$ cat src/rtl/uart_cmd_ctrl.sv
// Frame parser behind the UART receiver: SYNC, ADDR, LEN, payload, CHK.
// The payload is buffered and only written to the register bus after the checksum passes.
`timescale 1ns/1ps

module uart_cmd_ctrl #(
  parameter int         MAX_LEN      = 16,
  parameter int         TIMEOUT_CLKS = 24000,
  parameter logic [7:0] SYNC_BYTE    = 8'hA5
) (
  input  logic       clk,
  input  logic       rst_n,
  input  logic [7:0] rx_data,
  input  logic       rx_data_valid,
  output logic       rx_data_ready,
  output logic       wr_valid,
  output logic [7:0] wr_addr,
  output logic [7:0] wr_data,
  input  logic       wr_ready,
  output logic       frame_done,
  output logic       frame_err,
  output logic [1:0] err_code
);

  typedef enum logic [2:0] {
    S_SYNC,
    S_ADDR,
    S_LEN,
    S_DATA,
    S_CHK,
    S_WRITE
  } state_t;

  localparam int          IDX_W     = (MAX_LEN > 1) ? $clog2(MAX_LEN) : 1;
  localparam logic [23:0] TMO_LAST  = 24'(TIMEOUT_CLKS - 1);
  localparam logic [7:0]  MAX_LEN_B = 8'(MAX_LEN);

  state_t      state;
  state_t      state_next;
  logic [7:0]  addr_q;
  logic [7:0]  len_q;
  logic [7:0]  sum_q;
  logic [7:0]  idx_q;
  logic [23:0] tmo_cnt;
  logic [7:0]  payload_buf [MAX_LEN];

  logic        accept;
  logic        wr_fire;
  logic        timed;
  logic        tmo_hit;
  logic        last_idx;
  logic        abort;
  logic        commit;
  logic [1:0]  abort_code;

  assign accept   = rx_data_valid && rx_data_ready;
  assign wr_fire  = wr_valid && wr_ready;
  assign timed    = state inside {S_ADDR, S_LEN, S_DATA, S_CHK};
  // An accepted byte always beats an expiring timeout in the same cycle.
  assign tmo_hit  = timed && !accept && (tmo_cnt == TMO_LAST);
  assign last_idx = (idx_q == len_q - 8'd1);

  always_ff @(posedge clk or negedge rst_n) begin
    if (!rst_n) state <= S_SYNC;
    else        state <= state_next;
  end

  always_comb begin
    state_next = state;
    abort      = 1'b0;
    abort_code = 2'd0;
    commit     = 1'b0;
    if (tmo_hit) begin
      abort      = 1'b1;
      abort_code = 2'd3;
      state_next = S_SYNC;
    end else begin
      case (state)
        S_SYNC:  if (accept && rx_data == SYNC_BYTE) state_next = S_ADDR;
        S_ADDR:  if (accept) state_next = S_LEN;
        S_LEN: begin
          if (accept) begin
            if (rx_data > MAX_LEN_B) begin
              abort      = 1'b1;
              abort_code = 2'd1;
              state_next = S_SYNC;
            end else if (rx_data == 8'd0) begin
              state_next = S_CHK;
            end else begin
              state_next = S_DATA;
            end
          end
        end
        S_DATA:  if (accept && last_idx) state_next = S_CHK;
        S_CHK: begin
          if (accept) begin
            if (rx_data != sum_q) begin
              abort      = 1'b1;
              abort_code = 2'd2;
              state_next = S_SYNC;
            end else if (len_q == 8'd0) begin
              commit     = 1'b1;
              state_next = S_SYNC;
            end else begin
              state_next = S_WRITE;
            end
          end
        end
        S_WRITE: begin
          if (wr_fire && last_idx) begin
            commit     = 1'b1;
            state_next = S_SYNC;
          end
        end
        default: state_next = S_SYNC;
      endcase
    end
  end

  always_comb begin
    rx_data_ready = (state != S_WRITE);
    wr_valid      = 1'b0;
    wr_addr       = 8'd0;
    wr_data       = 8'd0;
    if (state == S_WRITE) begin
      wr_valid = 1'b1;
      wr_addr  = addr_q + idx_q;
      wr_data  = payload_buf[idx_q[IDX_W-1:0]];
    end
  end

  always_ff @(posedge clk or negedge rst_n) begin
    if (!rst_n) begin
      addr_q     <= 8'd0;
      len_q      <= 8'd0;
      sum_q      <= 8'd0;
      idx_q      <= 8'd0;
      tmo_cnt    <= 24'd0;
      frame_done <= 1'b0;
      frame_err  <= 1'b0;
      err_code   <= 2'd0;
    end else begin
      frame_done <= commit;
      frame_err  <= abort;
      if (abort) err_code <= abort_code;

      // The idle counter restarts on every byte and on every state change.
      if (timed && !accept && state_next == state) tmo_cnt <= tmo_cnt + 24'd1;
      else                                         tmo_cnt <= 24'd0;

      case (state)
        S_ADDR: begin
          if (accept) begin
            addr_q <= rx_data;
            sum_q  <= rx_data;
          end
        end
        S_LEN: begin
          if (accept && rx_data <= MAX_LEN_B) begin
            len_q <= rx_data;
            sum_q <= sum_q + rx_data;
            idx_q <= 8'd0;
          end
        end
        S_DATA: begin
          if (accept) begin
            sum_q <= sum_q + rx_data;
            idx_q <= idx_q + 8'd1;
          end
        end
        S_CHK:   if (accept) idx_q <= 8'd0;
        S_WRITE: if (wr_fire) idx_q <= idx_q + 8'd1;
        default: ;
      endcase
    end
  end

  // Payload storage needs no reset; only entries below LEN are ever read back.
  always_ff @(posedge clk) begin
    if (state == S_DATA && accept) payload_buf[idx_q[IDX_W-1:0]] <= rx_data;
  end

endmodule

$ cat config.mk
export PLATFORM = sky130hd
export DESIGN_NAME = uart_cmd_ctrl
export DESIGN_NICKNAME = d
export VERILOG_FILES = /design/src/rtl/uart_cmd_ctrl.sv
export SDC_FILE = /design/constraint.sdc
export NUM_CORES = 1
export LEC_CHECK = 0
export BUFFER_PORTS_ARGS = -buffer_cell sky130_fd_sc_hd__buf_4
export CAP_MARGIN = 25
export CELL_PAD_IN_SITES_DETAIL_PLACEMENT = 1
export CELL_PAD_IN_SITES_GLOBAL_PLACEMENT = 1
export CORE_ASPECT_RATIO = 2
export CORE_MARGIN = 5
export CORE_UTILIZATION = 40
export CTS_CLUSTER_DIAMETER = 150
export DETAILED_ROUTE_END_ITERATION = 10
export PLACE_DENSITY_LB_ADDON = 0.1
export REMOVE_ABC_BUFFERS = 1
export SYNTH_ARGS = -nofsm -noshare
export SYNTH_HDL_FRONTEND = slang
export SYNTH_SLANG_ARGS = --single-unit
$ cat constraint.sdc
create_clock -name clk -period 2.6 [get_ports clk]
set_input_delay 0 -clock clk [delete_from_list [all_inputs] [get_ports clk]]
set_output_delay 0 -clock clk [all_outputs]
set_load 0.02 [all_outputs]
==> implementation parameters <==
Parameter                              Value

Outcome
  Status    complete, no violations

STA
  Setup total negative slack    0 ns
  Relative slew slack    39.2%
  Setup repair after global routing missed its margin    true
  Final hold slack    0.0954 ns
  Final number of setup-violating endpoints    0
  Max Clk Rate    0.388 GHz
  Final Hold Viols    0
  Max-slew violation total from the final report    0
  Slew at the pin with the worst max-slew slack    0.912 ns
  Min cycle time layout    2.58 ns
  Crit share post-route    99.1%
  Final worst-path setup slack    0.0246 ns
  Worst clock skew    0.00718 ns

Cells and area
  Finished Cell Area    10600 sq um
  Total number of nets in the final design    771
  Final standard cell count with taps included and fillers excluded    1025
  Synthesis-to-finish area growth    18.3%
  Share of cells above drive strength 1    24.7%
  Antenna diode instance count    0
  Final cell utilization of the core    47.9%

Worst setup path
  Data arrival time of the worst path    2.58 ns
  Kind of cell adding the most delay to the critical path    multiplexers
  CP endpoint kind    output pin
  Data required time at the worst endpoint    2.60 ns
  Ordered list of cells on the worst path    buf_6 > buf_12 > mux4_2 > mux4_2 > and2_4 > buf_4
  Buffer and inverter count on the worst path    3
  Crit path launch type    register
  Largest stage delay on the critical path    0.57 ns
  Most Frequent Cell on Critical Path    sky130_fd_sc_hd__mux4_2
  Worst Setup Path Type    register to output pin
  Critical-path maximum fanout    5
  Slowest cell on the critical path    sky130_fd_sc_hd__mux4_2

GRT
  Aggregate global-route resource usage    20.8%
  First-pass GRT wire length    38700 um
  Total congestion overflow    0
  Largest net degree at the start of global routing    64
  Antenna violations before repair    0
  Number of global-route vias before repair    6403

Route
  DR iter-0 viols    255
  Antenna violation net count after detailed routing    0
  DRC violation count after routing    0
  Avg Vias per Cell    5.59
  Detailed Routing Iterations Pass 1    4
  Total Wirelength    25500 um
  Routed len/inst    24.8 um
  Total vias in the final route    5734

CTS
  Clock slew at the register clock pins of the worst setup and hold paths    0.07 ns
  Source-to-sink clock delay at the later pin of the worst-skew pair    0.45 ns
  Clk sinks    191
  CTS H-Tree Depth    4
  Root buffer cell    sky130_fd_sc_hd__clkbuf_16
  Inserted Clock Buffers    17
  Buffer depth of the longest clock path    2
  Clock tree from TritonCTS    done

Synth
  Mean cell area of the mapped netlist    13.7 sq um
  Share of the synthesized area in the top cell type    42.8%
  Post-synthesis sequential element count    191
  Synth Flop Type    sky130_fd_sc_hd__edfxtp_1
  Library cells used by synthesis    66
  Post-synthesis instance total    654
  Summed instance area of the synthesized netlist    8980 sq um
  Share of synthesized flip-flops with an asynchronous set or reset    33.0%
  Cell type with the largest total area after synthesis    sky130_fd_sc_hd__edfxtp_1
  Seq/Total Area, Yosys    60.4%
  Top area cells in the synthesized netlist    sky130_fd_sc_hd__edfxtp_1, sky130_fd_sc_hd__dfrtp_1, sky130_fd_sc_hd__mux4_2
  Warning count from the yosys run    0
  Post-synth EDFFs    128

Floorplanning
  Core region area    22200 sq um
  Starting utilization of the core area    40.5%
  Number of placement rows    77
  Number of I/O pins    34
  Die height    222 um
  Floorplan die width    116 um
  Full die area    25700 sq um

Placed design
  Post-DP Area    9730 sq um
  Pre-CTS setup slack    0.247 ns
  Cell total after placement    973
  Count of input and output buffers    33
  Final weighted congestion in routability-driven placement    0.824
  Dpl hpwl    18000 um

Pwr
  Peak VDD IR    0.475 mV
  Leakage power    3.89 nW
  PD cells    587 nW/um^2
  Overall power of the completed layout    6.23 mW

Flow run
  Max-cap check violation count    0

Min path
  Path class of the lowest-slack min-delay path    input pin to register
-- synth_stat cells, drive strengths merged, types with 17 or more instances --
| master | number |
|---|---|
| xor2 | 17 |
| o21ai | 17 |
| nand3 | 17 |
| mux4 | 40 |
| nand2 | 48 |
| edfxtp | 128 |
| ha | 21 |
| nor2 | 77 |
| inv | 18 |
| dfrtp | 63 |
| xnor2 | 25 |
| nor3 | 24 |
-- metal layers --
metal	GRT usage (%)	vias to the layer above	wire (um)
li1	-	2601	-
met1	20.2	3002	8550
met2	40.3	90	15200
met3	3.39	41	543
met4	10.2	0	1130
met5	0	-	0
-- worst min-delay path: cells and delay by family --
kind / cells / cell delay [ns]
AND/OR/NAND/NOR: 4 / 0.27
AO/OA/AOI/OAI: 1 / 0.14
buffers and inverters: 1 / 0.09
-- kinds of logic (layout without fill, tap and decap cells) --
kind of cell | after synthesis | count (layout) | synth area share [%]
mux | 53 | 53 | 11.6
compound gates | 73 | 73 | 5.66
flops | 191 | 191 | 60.4
fa+ha+maj | 23 | 23 | 3.37
simple gates | 229 | 229 | 12.7
buf+inv | 43 | 138 | 2.17
xor+xnor | 42 | 42 | 4.10
-- timing repair --
item | 4_1_cts | 5_1_grt
hold endpoints to repair | 181 | 0
pin swaps | 0 | 8
setup buffers | 3 | 2
setup endpoints to repair | 10 | 9
gates cloned | 2 | 3
gates resized for setup | 7 | 6
hold buffers | 10 | 0
-- final cells by class --
class | instances | area, sq um
multi-input cells | 420 | 3400
fillers | 2253 | 11500
inverters | 18 | 67.6
flip-flops and latches | 191 | 5420
clock inverters | 15 | 138
clock buffers | 17 | 425
well taps | 276 | 345
repair buffers | 88 | 820
-- report_power, final --
group | leakage, nW | switching (mW) | internal (mW)
registers | 2.00 | 0.0329 | 3.29
logic | 1.61 | 0.233 | 0.169
clock network | 0.273 | 1.26 | 1.25
-- cell usage in the layout, fill, tap and decap left out, types with 4 or more instances in the layout --
master,n
sky130_fd_sc_hd__nor3_1,22
sky130_fd_sc_hd__nor2b_1,9
sky130_fd_sc_hd__nand2_1,47
sky130_fd_sc_hd__o21ai_1,4
sky130_fd_sc_hd__buf_4,69
sky130_fd_sc_hd__clkinv_4,5
sky130_fd_sc_hd__mux2_2,10
sky130_fd_sc_hd__a21o_1,5
sky130_fd_sc_hd__nor2_1,77
sky130_fd_sc_hd__and3_1,8
sky130_fd_sc_hd__and2_1,10
sky130_fd_sc_hd__nand3_1,17
sky130_fd_sc_hd__dfrtp_1,60
sky130_fd_sc_hd__nand4_1,8
sky130_fd_sc_hd__clkbuf_16,20
sky130_fd_sc_hd__edfxtp_1,128
sky130_fd_sc_hd__xnor2_1,25
sky130_fd_sc_hd__a31oi_1,4
sky130_fd_sc_hd__o31ai_1,5
sky130_fd_sc_hd__dlygate4sd3_1,10
sky130_fd_sc_hd__o22ai_1,4
sky130_fd_sc_hd__nor4_1,4
sky130_fd_sc_hd__ha_1,19
sky130_fd_sc_hd__xor2_1,17
sky130_fd_sc_hd__nand2b_1,7
sky130_fd_sc_hd__inv_1,16
sky130_fd_sc_hd__mux4_2,40
sky130_fd_sc_hd__o21ai_0,12
sky130_fd_sc_hd__a21oi_1,14
-- path summary, 6_finish.rpt --
check | from | endpoint | slack (ns) | cells after the start
max reg2reg | len_q[0] | state[0] | 0.26 | 8
min reg2reg | tmo_cnt[0] | tmo_cnt[0] | 0.46 | 1
min in group asynchronous | rst_n | addr_q[2] | 0.20 | 2
max in group asynchronous | rst_n | idx_q[1] | 1.73 | 2
max | idx_q[0] | wr_data[5] | 0.02 | 6
min | rx_data[7] | state[1] | 0.1 | 6
-- registers in the layout (all words and copies together), names as in the netlist --
| signal | flops |
|---|---|
| addr_q | 8 |
| state | 3 |
| tmo_cnt | 24 |
| sum_q | 8 |
| payload_buf | 128 |
| frame_err | 1 |
| frame_done | 1 |
| idx_q | 8 |
| len_q | 8 |
| err_code | 2 |
(Power assumes the default switching activity.)
